$ cat config.mk
export PLATFORM = sky130hd
export DESIGN_NAME = fb_write_arbiter
export DESIGN_NICKNAME = d
export VERILOG_FILES = /design/src/rtl/fb_write_arbiter.sv
export SDC_FILE = /design/constraint.sdc
export NUM_CORES = 1
export LEC_CHECK = 0
export BUFFER_PORTS_ARGS = -buffer_cell sky130_fd_sc_hd__clkbuf_2
export CAP_MARGIN = 30
export CORE_AREA = 2 2 83 85
export CTS_BUF_LIST = sky130_fd_sc_hd__clkbuf_8 sky130_fd_sc_hd__clkbuf_16
export DETAILED_ROUTE_END_ITERATION = 8
export DIE_AREA = 0 0 85 87
export PLACE_DENSITY = 0.86
export SETUP_SLACK_MARGIN = 0.02
export SKIP_CTS_REPAIR_TIMING = 1
export SYNTH_ARGS = -nofsm -noshare
export SYNTH_HDL_FRONTEND = slang
export SYNTH_SLANG_ARGS = --single-unit
export TNS_END_PERCENT = 100
$ cat constraint.sdc
create_clock -name Clk -period 3.3 [get_ports Clk]
set_input_delay 0.165 -clock Clk [delete_from_list [all_inputs] [get_ports Clk]]
set_output_delay 0.165 -clock Clk [all_outputs]
set_load 0.1 [all_outputs]
$ cat src/rtl/fb_write_arbiter.sv
// fb_write_arbiter: arbitrates the frame-buffer write port among trail, overlay and screen-clear (`FB_ARB_BURST_LIMIT_EN` caps burst length).
// Latency: a grant follows req by 1 cycle from IDLE, and accepted words reach fb_* 1 cycle later.
// Backpressure: a requester holds its word until req&&gnt, bursts are not interrupted, and round-robin applies at burst ends.
module fb_write_arbiter #(
   parameter int unsigned       ADDR_W     = 20,
   parameter int unsigned       DATA_W     = 16,
   parameter int unsigned       FB_WORDS   = 76800,
   parameter logic [DATA_W-1:0] CLEAR_DATA = '0,
   parameter int unsigned       MAX_BURST  = 64
) (
   input  logic              Clk,
   input  logic              Reset,
   input  logic              trail_req,
   input  logic [ADDR_W-1:0] trail_addr,
   input  logic [DATA_W-1:0] trail_data,
   input  logic              trail_last,
   output logic              trail_gnt,
   input  logic              ovl_req,
   input  logic [ADDR_W-1:0] ovl_addr,
   input  logic [DATA_W-1:0] ovl_data,
   input  logic              ovl_last,
   output logic              ovl_gnt,
   input  logic              clear_start,
   output logic              clear_busy,
   output logic              clear_done,
   output logic              burst_err,
   output logic              fb_we,
   output logic [ADDR_W-1:0] fb_addr,
   output logic [DATA_W-1:0] fb_data
);

   typedef enum logic [1:0] {ST_IDLE, ST_TRAIL, ST_OVL, ST_CLEAR} state_t;

   typedef struct packed {
      logic [ADDR_W-1:0] addr;
      logic [DATA_W-1:0] dat;
   } fb_word_t;

   localparam logic [ADDR_W-1:0] CLR_LAST = ADDR_W'(FB_WORDS - 1);

   state_t            state;
   state_t            state_nxt;
   logic              clear_pend;
   logic              clear_req;
   logic              rr_last;      // 1: overlay was served last, so trail wins the next tie
   logic [ADDR_W-1:0] clr_cnt;
   logic              clr_last;
   logic              done_q;
   logic              acc_trail;
   logic              acc_ovl;
   logic              burst_hit;
   logic              wr_vld_nxt;
   fb_word_t          wr_nxt;

   assign clear_busy = clear_pend | (state == ST_CLEAR) | done_q;
   assign clear_done = done_q;
   assign clear_req  = clear_start & ~clear_busy;

   always_ff @(posedge Clk) begin
      if (Reset) state <= ST_IDLE;
      else       state <= state_nxt;
   end

   always_comb begin
      state_nxt = state;
      case (state)
         ST_IDLE: begin
            if (clear_pend || clear_req)  state_nxt = ST_CLEAR;
            else if (trail_req && ovl_req) state_nxt = rr_last ? ST_TRAIL : ST_OVL;
            else if (trail_req)            state_nxt = ST_TRAIL;
            else if (ovl_req)              state_nxt = ST_OVL;
         end
         ST_TRAIL: if (!trail_req || trail_last || burst_hit) state_nxt = ST_IDLE;
         ST_OVL:   if (!ovl_req || ovl_last || burst_hit)     state_nxt = ST_IDLE;
         ST_CLEAR: if (clr_cnt == CLR_LAST)                   state_nxt = ST_IDLE;
         default:  state_nxt = ST_IDLE;
      endcase
   end

   always_comb begin
      trail_gnt  = (state == ST_TRAIL);
      ovl_gnt    = (state == ST_OVL);
      acc_trail  = trail_gnt & trail_req;
      acc_ovl    = ovl_gnt & ovl_req;
      clr_last   = (state == ST_CLEAR) && (clr_cnt == CLR_LAST);
      wr_vld_nxt = 1'b0;
      wr_nxt     = '{addr: clr_cnt, dat: CLEAR_DATA};
      if (acc_trail) begin
         wr_vld_nxt = 1'b1;
         wr_nxt     = '{addr: trail_addr, dat: trail_data};
      end else if (acc_ovl) begin
         wr_vld_nxt = 1'b1;
         wr_nxt     = '{addr: ovl_addr, dat: ovl_data};
      end else if (state == ST_CLEAR) begin
         wr_vld_nxt = 1'b1;
      end
   end

   always_ff @(posedge Clk) begin
      if (Reset) begin
         clear_pend <= 1'b0;
         rr_last    <= 1'b1;
         clr_cnt    <= '0;
         done_q     <= 1'b0;
         fb_we      <= 1'b0;
         fb_addr    <= '0;
         fb_data    <= '0;
      end else begin
         // Entering CLEAR consumes the request, including one arriving that same cycle.
         if (state != ST_CLEAR && state_nxt == ST_CLEAR) clear_pend <= 1'b0;
         else if (clear_req)                              clear_pend <= 1'b1;

         if (state == ST_TRAIL && state_nxt == ST_IDLE)    rr_last <= 1'b0;
         else if (state == ST_OVL && state_nxt == ST_IDLE) rr_last <= 1'b1;

         if (state == ST_CLEAR) clr_cnt <= clr_last ? '0 : clr_cnt + ADDR_W'(1);

         done_q <= clr_last;
         fb_we  <= wr_vld_nxt;
         if (wr_vld_nxt) begin
            fb_addr <= wr_nxt.addr;
            fb_data <= wr_nxt.dat;
         end
      end
   end

`ifdef FB_ARB_BURST_LIMIT_EN
   localparam int unsigned BC_W = (MAX_BURST > 1) ? $clog2(MAX_BURST) : 1;

   logic [BC_W-1:0] burst_cnt;
   logic            burst_err_q;
   logic            acc_any;
   logic            acc_last;

   always_comb begin
      acc_any   = acc_trail | acc_ovl;
      acc_last  = acc_trail ? trail_last : ovl_last;
      burst_hit = acc_any && !acc_last && (burst_cnt == BC_W'(MAX_BURST - 1));
   end

   always_ff @(posedge Clk) begin
      if (Reset) begin
         burst_cnt   <= '0;
         burst_err_q <= 1'b0;
      end else begin
         if (state_nxt == ST_IDLE) burst_cnt <= '0;
         else if (acc_any)         burst_cnt <= burst_cnt + BC_W'(1);
         if (burst_hit) burst_err_q <= 1'b1;
      end
   end

   assign burst_err = burst_err_q;
`else
   assign burst_hit = 1'b0;
   assign burst_err = 1'b0;
`endif

endmodule

Word level (Yosys, flattened, before mapping)
Index checks and enable logic that the tools add are counted.
W data, S select, Z words.
Word-level totals
  logic and storage cells: 52
  flip-flop bits (word level): 62
  input bits: 79
Cells by class
  reduce and logical (&&, ||, !) cells: 14
  mux-type cells: 17
  eq/ne operators: 6
  bitwise gates (word level): 6
  add/sub/neg operators: 1
Operator list (count)
  $mux W36: 2
  $add A20 B1 Y20 const B: 1
  $eq A20 B17 Y1 const B: 1
  $mux W20: 1
  $mux W2: 8
  $pmux W2 S4: 1
  $eq A2 B2 Y1 const B: 3
  $logic_and A1 B1 Y1: 5
  $mux W1: 5
  $logic_not A2 Y1: 2
  $and A1 B1 Y1: 3
  $logic_or A1 B1 Y1: 3
  $eq A2 B1 Y1 const B: 1
  $logic_not A1 Y1: 2
  $ne A2 B2 Y1 const B: 1
  $or A1 B1 Y1: 2
  $reduce_bool A2 Y1: 1
  $reduce_or A2 Y1: 1
  $not A1 Y1: 1

Depth between registers and ports, before layout
Gate-level depths: netlist of the first run.
  depth after elaboration: 12
  gate-level depth with buffers: 7

Worst setup path after synthesis of the first run
No wires, ideal clock.
  path type: register to register
  from: register state[1]
  to: register fb_data[12]
  data required time: 3.175 ns
  clock period less this slack: 2.774 ns
  path buffers: 1
  path slack: 0.526 ns
  cell stages (with the launch flop): 6
  arrival: 2.649 ns
  cell sequence: dfxtp_1 -> buf_2 -> nor2b_1 -> nand2_1 -> o22ai_1 -> nor3_1
On the way
  longest elaborated chain between the ends: 4
  elaborated cells on any way between the ends: 10
Ends and longest elaborated chain
  from (decl): RTL line 41  | state_t state;
  from (signal assigned): RTL line 61  | else state <= state_nxt;
  $eq A2 B2 Y1 (*): RTL line 82  | ovl_gnt = (state == ST_OVL);
  via ovl_gnt: RTL line 22  | output logic ovl_gnt,
  $and A1 B1 Y1 (*): RTL line 84  | acc_ovl = ovl_gnt & ovl_req;
  $mux W36 or $mux W1 (tied branches): RTL line 91  | end else if (acc_ovl) begin
  $mux W36 or $mux W1 (tied branches): RTL line 88  | if (acc_trail) begin
  to (signal assigned): RTL line 122  | fb_data <= wr_nxt.dat;
  to (decl): RTL line 29  | output logic [DATA_W-1:0] fb_data
Mark *: on every way through the listed nets, which the timed path passes. The rest lies on a longest branch.
A chain may end at the register's enable or synchronous reset.

Worst setup path after layout of the first run
  from: register clr_cnt[15]
  to: register clr_cnt[12]
On the way
  longest elaborated chain between the ends: 3
Ends and longest elaborated chain
  from (decl): RTL line 46  | logic [ADDR_W-1:0] clr_cnt;
  from (signal assigned): RTL line 116  | if (state == ST_CLEAR) clr_cnt <= clr_last ? '0 : clr_cnt + ADDR_W'(1);
  $eq A20 B17 Y1: RTL line 85  | clr_last = (state == ST_CLEAR) && (clr_cnt == CLR_LAST);
  $logic_and A1 B1 Y1: RTL line 85
  $mux W20: RTL line 116
No other way between the ends.

==> results of run 1 <==
[cell usage after synthesis]
library cell	instances	area (um2)
or3_1	7	43.8
and2_1	3	18.8
dfxtp_1	62	1240
nor2_1	49	184
o21a_1	1	7.51
o22ai_1	8	50.1
a211o_1	20	175
mux2i_1	20	200
ha_1	1	12.5
and4_1	1	8.76
or4b_1	1	10.0
and2_0	1	6.26
buf_6	1	11.3
buf_2	3	15.0
o31ai_1	4	30.0
nand3b_1	1	7.51
clkbuf_1	16	60.1
nand2_1	32	120
xor2_1	1	8.76
a221oi_1	1	8.76
buf_1	2	7.51
conb_1	1	3.75
a222oi_1	8	80.1
and3b_1	1	8.76
a21oi_1	31	155
o21ai_0	8	40.0
or4_1	4	30.0
a221o_1	1	10.0
and3_1	1	6.26
a21o_1	2	15.0
or4_4	1	11.3
nand3_2	1	10.0
nand4_1	6	37.5
xnor2_1	10	87.6
o31ai_4	1	21.3
buf_4	1	7.51
o21ai_1	1	5.00
nor4_1	5	31.3
inv_1	4	15.0
nor3_1	13	65.1
clkbuf_2	1	5.00
nand2b_1	2	12.5
nor2b_1	3	18.8
nand3_1	7	35.0
[registers in the layout, indices dropped and copies added, names as in the netlist]
register	flops
clear_done	1
fb_data	16
state	2
clear_pend	1
rr_last	1
fb_addr	20
clr_cnt	20
fb_we	1
[report_power, final]
part	total, mW	switching, mW	internal (mW)
logic	0.710	0.553	0.157
clock network	0.749	0.289	0.460
registers	0.844	0.0429	0.801
[through the flow]
step / power [mW] / setup slack (ps)
after detailed placement: 1.57 / 1060
after global placement: 1.56 / 1120
after floorplan: 1.42 / 526
after CTS: 2.32 / 1040
final: 2.30 / 1040
after global routing: 2.40 / 896
[routing by layer]
metal	global-route usage (%)	vias up
li1	-	1483
met1	25.9	1387
met2	37.2	130
met3	6.54	9
met4	4.62	0
met5	0	-
[cell families (layout without fill, tap and decap cells)]
| kind of cell | Yosys count | count (layout) | share of synthesized area (%) |
|---|---|---|---|
| simple gates | 139 | 139 | 22.6 |
| xor+xnor | 11 | 11 | 3.28 |
| fa+ha+maj | 1 | 1 | 0.426 |
| mux | 20 | 20 | 6.81 |
| buf+inv | 28 | 141 | 4.13 |
| compound gates | 86 | 86 | 20.3 |
| other cells | 1 | 1 | 0.128 |
| flops | 62 | 62 | 42.2 |
[critical path: stages (launching register included)]
cell and delay [ps]:
dfxtp_1 360, or4_1 530, or4_4 520, o31ai_4 570, nor2_1 130
[area by class of cell]
class / instances / area share, %
multi-input combinational: 258 / 42.0
sequential: 62 / 32.8
timing repair buffer: 122 / 16.3
clock buffer: 11 / 4.00
tap: 80 / 2.64
clock inverter: 4 / 1.88
inverter: 4 / 0.397
[worst max-delay path by stage]
| stage | endpoint | cells after the start |
|---|---|---|
| after floorplan | fb_data[12] | 5 |
| after global placement | clr_cnt[13] | 4 |
| after detailed placement | clr_cnt[12] | 4 |
| after CTS | clr_cnt[12] | 4 |
| after global routing | clr_cnt[10] | 4 |
| final | clr_cnt[12] | 4 |
==> Flow_metrics.wiki, run 1 <==
{| class="wikitable"
! Metric !! Value
|-
| Result of the run || finished clean
|-
| Std-Cell Core Area || approximately 0.0066 mm2
|-
| Reg2Reg Capture Point || clr_cnt[12]
|-
| Post-Layout Cell Count || between 500 and 600
|-
| Power Dens Cells || slightly above 600 mW/mm2
|-
| I/O pins || between 100 and 150
|-
| Detailed Route WL || around 8000 um
|-
| Setup total negative slack || 0 ps
|-
| H-tree depth reported by CTS || 3
|-
| Growth of design area from synthesis to finish || 28.8%
|-
| Count of pins over their slew limit || 0
|-
| Syn Std Cell Area || around 0.0029 mm2
|-
| Top library cells by usage in the layout, fill and taps aside || clkbuf_2, dfxtp_1, nor2_1, nand2_1, a21oi_1
|-
| Final RePlAce weighted congestion || roughly 0.85
|-
| Final Critical Period || 2260 ps
|-
| Avg Synthesized Cell Area || 8.45 um2
|-
| Largest net degree at the start of global routing || roughly 40
|-
| Post-Route Hold Slack || ~80 ps
|-
| Post-Place Cells || 526
|-
| DP Wirelength || slightly below 6000 um
|-
| Type of element launching the critical path || flop
|-
| Global-route usage over all layers || between 20% and 30%
|-
| #FFs+latches synth || 62
|-
| Detailed route wirelength on metal2 || 3940 um
|-
| Buffer type at the clock tree root || clkbuf_8
|-
| Share of the cycle needed by the critical path after routing || approximately two thirds
|-
| Metal-1 WL || 3430 um
|-
| Reg-to-Reg Start || clr_cnt[15]
|-
| Count of input and output buffers || around 120
|-
| Setup repair after global routing missed its margin || false
|-
| Area post-placement || between 0.003 and 0.004 mm2
|-
| Worst path arrival time || roughly 2500 ps
|-
| Residual overflow from global routing || 0
|-
| Routed Antenna Nets || 0
|-
| Setup crit end kind || flop
|-
| Slew margin rel. || roughly half
|-
| LEAKAGE || between 1.5 and 2 nW
|-
| Timing-limited maximum frequency || approximately 440 MHz
|-
| Hold Crit Start || ovl_data[8]
|-
| Final hold violations || 0
|-
| Routed wire per std cell || around 15 um
|-
| Starting utilization of the core area || between 40 and 50%
|-
| Number of warnings reported in the yosys synthesis log || 0
|-
| DR vias/cell || ~5.6
|-
| Vias in the first global route || approximately 2600
|-
| Register area share after synthesis || between 40% and 50%
|-
| Skew-Pair Late Insertion Delay || between 300 and 400 ps
|-
| Synthesized netlist cell count || 348
|-
| Share of layout cells above drive strength 1 || 30.4%
|-
| Maximum Capacitance Violations || 0
|-
| End-of-flow core utilization || 57.6%
|-
| Number of buffers inserted during clock tree synthesis || 9
|-
| Die boundary height || about 87 um
|-
| Reg2reg path depth || 4
|-
| Maximum root-to-sink buffer count || 2
|-
| Routed wire length on met3 || around 640 um
|-
| CP Launch Point || clr_cnt[15]
|-
| Number of distinct library cell variants in the gate-level netlist after synthesis || 44
|-
| Post-layout instance area || around 0.0038 mm2
|-
| Row cnt || 30
|-
| Tightest Pin Transition || around 740 ps
|-
| Top routing layer used || met4
|-
| Register clock-pin slew on the reported worst setup and hold paths || ~70 ps
|-
| Start-to-end type of the worst setup path || reg -> reg
|-
| Worst EP required || 3490 ps
|-
| DRT Pass-1 Iters || 6
|-
| Number of vias after detailed routing || between 3000 and 4000
|-
| Final Skew || ~7.5 ps
|-
| DRT iter0 DRCs || roughly 160
|-
| Min-Delay Path Class || in -> reg
|-
| Cell count of the worst hold path || 3
|-
| Critical Path Fanout Max || 16
|-
| Synth Net Count || about 430
|-
| Sequential cell area || roughly 0.0012 mm2
|-
| Remaining DRCs || 0
|-
| Largest vdd supply drop || between 0.0003 and 0.0004 V
|-
| Most common cell after layout, fill and taps aside || clkbuf_2
|-
| Count of antenna diodes in the layout || 0
|-
| Die Footprint || about 0.0074 mm2
|-
| Number of sinks on the clock net || 62
|-
| Final number of setup-violating endpoints || 0
|-
| TritonCTS clock tree || built
|-
| End point of the worst hold path || fb_data[8]
|-
| R2R setup slack || between 1000 and 1500 ps
|-
| Number of filler cells placed in the layout || 636
|-
| Number of nets in the layout || ~540
|-
| DIE WIDTH || roughly 85 um
|-
| Area taken by multi-input logic gates || 0.00159 mm2
|-
| Wire length of the first global-routing pass || 12500 um
|-
| Initial antenna violation count || 0
|}
No activity file was read; power rests on OpenSTA's default activity.
==> run 2: changes to the inputs <==
==> constraint.sdc (replaced) <==
create_clock -name Clk -period 2.2 [get_ports Clk]
set_input_delay 0.11 -clock Clk [delete_from_list [all_inputs] [get_ports Clk]]
set_output_delay 0.11 -clock Clk [all_outputs]
set_load 0.1 [all_outputs]
==> Flow_metrics.wiki, run 2 (synthesis gave the netlist of run 1 again) <==
{| class="wikitable"
! Metric !! Value
|-
| LEAKAGE || 1.59 nW
|-
| Wire length of the first global-routing pass || roughly 13000 um
|-
| Die Footprint || 0.00740 mm2
|-
| Final Critical Period || between 2000 and 2500 ps
|-
| Post-Place Cells || ~540
|-
| Number of vias after detailed routing || a little over 3000
|-
| R2R setup slack || 130 ps
|-
| Remaining DRCs || 0
|-
| Power Dens Cells || just under 900 mW/mm2
|-
| Slew margin rel. || 63.8%
|-
| Registers with the highest flip-flop counts || clr_cnt (20), fb_addr (20), fb_data (16)
|-
| H-tree depth reported by CTS || 3
|-
| Post-Layout Cell Count || 552
|-
| Type of element launching the critical path || flop
|-
| Std-Cell Core Area || about 0.0066 mm2
|-
| Growth of design area from synthesis to finish || 30.8%
|-
| Total power of the final layout || roughly 3.3 mW
|-
| Critical Path Fanout Max || 16
|-
| Initial antenna violation count || 0
|-
| I/O pins || approximately 120
|-
| Final number of setup-violating endpoints || 0
|-
| Register clock-pin slew on the reported worst setup and hold paths || roughly 80 ps
|-
| Largest vdd supply drop || ~0.00062 V
|-
| Routed Antenna Nets || 0
|-
| Setup repair after global routing missed its margin || false
|-
| DR vias/cell || 5.58
|-
| Number of nets in the layout || about 550
|-
| Result of the run || finished clean
|-
| Maximum root-to-sink buffer count || 2
|-
| Global routing met1 resource utilization || between 20% and 30%
|-
| TritonCTS clock tree || built
|-
| Setup crit end kind || flop
|-
| Global-route usage over all layers || a little over a fifth
|-
| Final hold violations || 0
|-
| Start-to-end type of the worst setup path || reg -> reg
|-
| Count of pins over their slew limit || 0
|-
| Detailed Route WL || just over 8000 um
|-
| Number of sinks on the clock net || between 60 and 70
|-
| Grt met3 use || 4.55%
|-
| Worst path arrival time || 2300 ps
|-
| Timing-limited maximum frequency || between 400 and 500 MHz
|-
| End-of-flow core utilization || between 50% and 60%
|-
| Setup slack after placement || ~100 ps
|-
| Final RePlAce weighted congestion || around 0.9
|-
| Worst EP required || 2430 ps
|-
| Most common cell after layout, fill and taps aside || clkbuf_2
|-
| Count of input and output buffers || around 120
|-
| Count of antenna diodes in the layout || 0
|-
| Skew-Pair Late Insertion Delay || approximately 350 ps
|-
| Routed wire per std cell || 14.8 um
|-
| Layer carrying the most global-route usage || met2
|-
| Share of layout cells above drive strength 1 || 32.4%
|-
| Share of the cycle needed by the critical path after routing || a little over nine tenths
|-
| Area taken by multi-input logic gates || roughly 0.0016 mm2
|-
| Met2 track demand over resource || 37.0%
|-
| Top library cells by usage in the layout, fill and taps aside || clkbuf_2, dfxtp_1, nor2_1, nand2_1, a21oi_1
|-
| Number of filler cells placed in the layout || around 600
|-
| Number of buffers inserted during clock tree synthesis || 9
|-
| DRT Pass-1 Iters || 5
|-
| Setup WS post-layout || 134 ps
|-
| Sequential cell area || between 0.001 and 0.0015 mm2
|-
| Residual overflow from global routing || 0
|-
| Die boundary height || between 80 and 90 um
|-
| DP Wirelength || ~6000 um
|-
| Post-Route Hold Slack || between 20 and 25 ps
|-
| Post-layout instance area || slightly below 0.004 mm2
|-
| Final Skew || around 9.9 ps
|-
| DRT iter0 DRCs || 180
|-
| Row cnt || 30
|-
| DIE WIDTH || between 80 and 90 um
|-
| Tightest Pin Transition || ~550 ps
|-
| Vias in the first global route || 2810
|-
| Largest net degree at the start of global routing || 50
|-
| Buffer type at the clock tree root || clkbuf_8
|-
| Min-Delay Path Class || in -> reg
|-
| Starting utilization of the core area || ~45%
|-
| Setup total negative slack || 0 ps
|-
| Area post-placement || 0.00365 mm2
|-
| Maximum Capacitance Violations || 0
|}
-- run 2: cell types whose count changed in the layout (fill, tap and decap cells not counted) --
| cell | before | now |
|---|---|---|
| buf_12 | 0 | 1 |
| buf_4 | 3 | 12 |
| bufinv_16 | 2 | 1 |
| clkbuf_8 | 11 | 9 |
| clkinv_2 | 0 | 3 |
| inv_6 | 0 | 1 |
| nor2b_1 | 3 | 1 |
| nor2b_2 | 0 | 2 |
| o21ai_0 | 8 | 7 |
| o21ai_1 | 0 | 1 |
-- run 2: final cells by class --
| class | count | share of cell area (%) |
|---|---|---|
| Sequential cell | 62 | 32.3 |
| Clock inverter | 7 | 1.69 |
| Tap cell | 80 | 2.60 |
| Timing Repair Buffer | 132 | 18.4 |
| Clock buffer | 9 | 3.22 |
| Inverter | 4 | 0.391 |
| Multi-Input combinational cell | 258 | 41.4 |
-- run 2: worst paths after layout --
check	from	endpoint	depth (start not counted)
worst min register to register	fb_addr[4]	fb_addr[4]	2
worst min-delay path	ovl_data[0]	fb_data[0]	3
worst max register to register	clr_cnt[15]	clr_cnt[12]	5
worst max-delay path	clr_cnt[15]	clr_cnt[12]	5
-- run 2: power by group --
group	internal [mW]	leakage (nW)	switching (mW)	total (mW)
Sequential	1.20	0.503	0.0441	1.24
Clock	0.517	0.101	0.470	0.987
Combinational	0.263	0.981	0.850	1.11
-- run 2: worst max-delay path: stages (launching register included) --
cell	delay [ps]
dfxtp_1	370
or4_1	550
or4_4	530
o31ai_4	170
buf_4	250
nor2_1	80
-- run 2: metal layers --
metal / up-vias / wire length, um
li1: 1503 / -
met1: 1396 / 3460
met2: 166 / 3840
met3: 16 / 682
met4: 0 / 164
met5: - / 0
==> run 3: changes to the inputs <==
--- a/config.mk
+++ b/config.mk
@@ -5,13 +5,14 @@
 export SDC_FILE = /design/constraint.sdc
 export NUM_CORES = 1
 export LEC_CHECK = 0
+export ABC_AREA = 1
 export BUFFER_PORTS_ARGS = -buffer_cell sky130_fd_sc_hd__clkbuf_2
 export CAP_MARGIN = 30
-export CORE_AREA = 2 2 83 85
+export CORE_AREA = 2 2 88 90
 export CTS_BUF_LIST = sky130_fd_sc_hd__clkbuf_8 sky130_fd_sc_hd__clkbuf_16
 export DETAILED_ROUTE_END_ITERATION = 8
-export DIE_AREA = 0 0 85 87
-export PLACE_DENSITY = 0.86
+export DIE_AREA = 0 0 90 92
+export PLACE_DENSITY = 0.79
 export SETUP_SLACK_MARGIN = 0.02
 export SKIP_CTS_REPAIR_TIMING = 1
 export SYNTH_ARGS = -nofsm -noshare
==> Flow_metrics.wiki, run 3 <==
{| class="wikitable"
! Metric !! Value
|-
| Setup total negative slack || 0 ps
|-
| Routed Antenna Nets || 0
|-
| Global-route usage over all layers || approximately a fifth
|-
| Largest vdd supply drop || between 0.0005 and 0.0006 V
|-
| Final Skew || ~5.0 ps
|-
| Final hold violations || 0
|-
| Registers with the highest flip-flop counts || clr_cnt (20), fb_addr (20), fb_data (16)
|-
| Initial antenna violation count || 0
|-
| Number of distinct library cell variants in the gate-level netlist after synthesis || 32
|-
| Worst EP required || approximately 2400 ps
|-
| Number of buffers inserted during clock tree synthesis || 9
|-
| Starting utilization of the core area || 40.0%
|-
| Share of the synthesized area in the top cell type || a little over two fifths
|-
| Register clock-pin slew on the reported worst setup and hold paths || approximately 70 ps
|-
| Vias in the first global route || between 2000 and 3000
|-
| Number of sinks on the clock net || between 60 and 70
|-
| Number of vias after detailed routing || around 3200
|-
| Top library cells by usage in the layout, fill and taps aside || nand2_1, clkbuf_2, dfxtp_1, a31oi_1, nor2_1
|-
| Growth of design area from synthesis to finish || 29.8%
|-
| Power Dens Cells || 1300 mW/mm2
|-
| Number of filler cells placed in the layout || around 730
|-
| LEAKAGE || 1.75 nW
|-
| #FFs+latches synth || 62
|-
| DRT iter0 DRCs || 190
|-
| Share of layout cells above drive strength 1 || around 31%
|-
| DR vias/cell || roughly 5.0
|-
| Slew margin rel. || 62.9%
|-
| Count of pins over their slew limit || 0
|-
| Leading cell type by number of instances after synthesis || nand2_1
|-
| Avg Synthesized Cell Area || approximately 7.1 um2
|-
| Cell type group with the largest total delay on the critical path || compound AO/OA/AOI/OAI gates
|-
| Row cnt || 32
|-
| Top post-synthesis cells by area || dfxtp_1, nand2_1, a31oi_1, o211ai_1, nor2_1
|-
| Count of input and output buffers || 119
|-
| Wire length of the first global-routing pass || around 14000 um
|-
| Hold Crit Start || ovl_data[7]
|-
| Die boundary height || 92 um
|-
| Setup crit end kind || flop
|-
| Final Critical Period || approximately 1700 ps
|-
| Maximum root-to-sink buffer count || 2
|-
| Cell seen most often among critical-path stages || nand3_1
|-
| DIE WIDTH || 90 um
|-
| Reg2reg path depth || 8
|-
| Share of the cycle needed by the critical path after routing || about four fifths
|-
| Skew-Pair Late Insertion Delay || around 340 ps
|-
| Residual overflow from global routing || 0
|-
| I/O pins || 121
|-
| Top post-synthesis cells by count || nand2_1, dfxtp_1, a31oi_1
|-
| Critical path, cell by cell || ha_1, nand3_1, nor2_2, nand3_1, o21ai_2, inv_2, o21ai_0, a21oi_1
|-
| Number of nets in the layout || a little over 600
|-
| Maximum Capacitance Violations || 0
|-
| Result of the run || finished clean
|-
| R2R setup slack || 470 ps
|-
| Routed wire per std cell || approximately 13 um
|-
| Final number of setup-violating endpoints || 0
|-
| Register area share after synthesis || about two fifths
|-
| Slowest CP cell || dfxtp_1
|-
| TritonCTS clock tree || built
|-
| DP Wirelength || approximately 6000 um
|-
| Post-Route Hold Slack || about 18 ps
|-
| Most common cell after layout, fill and taps aside || nand2_1
|-
| Min-Delay Path Class || in -> reg
|-
| Final RePlAce weighted congestion || roughly 0.87
|-
| Buffer type at the clock tree root || clkbuf_8
|-
| Synth Net Count || 500
|-
| Delay of the slowest cell on the worst path || approximately 400 ps
|-
| Remaining DRCs || 0
|-
| Critical Path Fanout Max || 6
|-
| Std-Cell Core Area || roughly 0.0074 mm2
|-
| Timing-limited maximum frequency || ~580 MHz
|-
| Leading area contributor after synthesis || dfxtp_1
|-
| Cell count of the worst hold path || 3
|-
| Tightest Pin Transition || roughly 560 ps
|-
| Largest net degree at the start of global routing || 41
|-
| H-tree depth reported by CTS || 3
|-
| Fraction of registers with async set or reset after synthesis || 0%
|-
| Count of antenna diodes in the layout || 0
|-
| Reg2Reg Capture Point || clr_cnt[7]
|-
| Worst path arrival time || ~2000 ps
|-
| Setup repair after global routing missed its margin || false
|-
| Commonest register cell after synthesis || dfxtp_1
|-
| Synthesized netlist cell count || between 400 and 500
|-
| Detailed Route WL || roughly 8400 um
|-
| Start-to-end type of the worst setup path || reg -> reg
|-
| Die Footprint || just over 0.008 mm2
|-
| Count of flip-flops with a built-in enable after synthesis || 0
|-
| Reg-to-Reg Start || clr_cnt[1]
|-
| DRT Pass-1 Iters || 4
|-
| Type of element launching the critical path || flop
|-
| Syn Std Cell Area || slightly below 0.003 mm2
|-
| End point of the worst hold path || fb_data[7]
|-
| Buf+Inv Stages, Crit Path || 1
|-
| Number of warnings reported in the yosys synthesis log || 0
|}
## run 3: cell type report
cell class	instances	area (um2)	area share, %
Inverter	34	129	3.33
Clock inverter	6	77.6	2.01
Tap cell	102	128	3.30
Sequential cell	62	1240	32.1
Timing Repair Buffer	125	641	16.6
Multi-Input combinational cell	303	1510	39.1
Clock buffer	10	138	3.56
## run 3: power by group
part	internal, mW	switching [mW]	total, mW
Clock	0.657	0.446	1.10
Sequential	1.33	0.118	1.45
Combinational	0.418	2.06	2.47
Total	2.40	2.62	5.02
## run 3: cell families (layout without fill, tap and decap cells)
family | count (synthesis) | after routing | synth area share (%)
adders and majority gates | 1 | 1 | 0.420
AOI/OAI and AO/OA | 96 | 96 | 19.7
buffers and inverters | 55 | 175 | 7.73
DFF | 62 | 62 | 41.7
xor gates and xnor gates | 6 | 6 | 1.76
other | 1 | 1 | 0.126
and+or+nand+nor | 199 | 199 | 28.6
## run 3: worst max path at each step
stage | end | start | depth (start not counted) | slack [ps]
global placement | fb_addr[1] | state[1] | 7 | 620
global route | fb_addr[16] | state[1] | 7 | 290
CTS | clear_busy | state[1] | 3 | 510
floorplan | fb_data[10] | state[0] | 8 | 350
detailed placement | fb_addr[3] | state[1] | 7 | 530
finish | clr_cnt[7] | clr_cnt[1] | 8 | 470
## run 3: worst register-to-register path: stages (launching register included)
cell     delay (ps)
dfxtp_1         390
ha_1            210
nand3_1         100
nor2_2          150
nand3_1         190
o21ai_2         300
inv_2           110
o21ai_0         100
a21oi_1          70
## run 3: through the flow
stage                     total power [mW]  instance area (um2)  utilization, %  instances  setup slack (ps)
final                                 5.02                 3870            51.9        642               473
after global routing                  5.24                 3870            51.9        642               287
after CTS                             5.04                 3870            51.9        642               511
after detailed placement              3.94                 3650            49.0        626               531
after global placement                3.91                 3650            49.0        626               624
after floorplan                       3.55                 2980               -        420               346
## run 3: per-layer routing
| layer | GRT usage [%] | vias to the layer above | share of wire (%) |
|---|---|---|---|
| li1 | - | 1641 | - |
| met1 | 25.7 | 1473 | 46 |
| met2 | 32.6 | 90 | 49 |
| met3 | 3.29 | 11 | 4.0 |
| met4 | 9.74 | 0 | 1.6 |
| met5 | 0 | - | 0 |
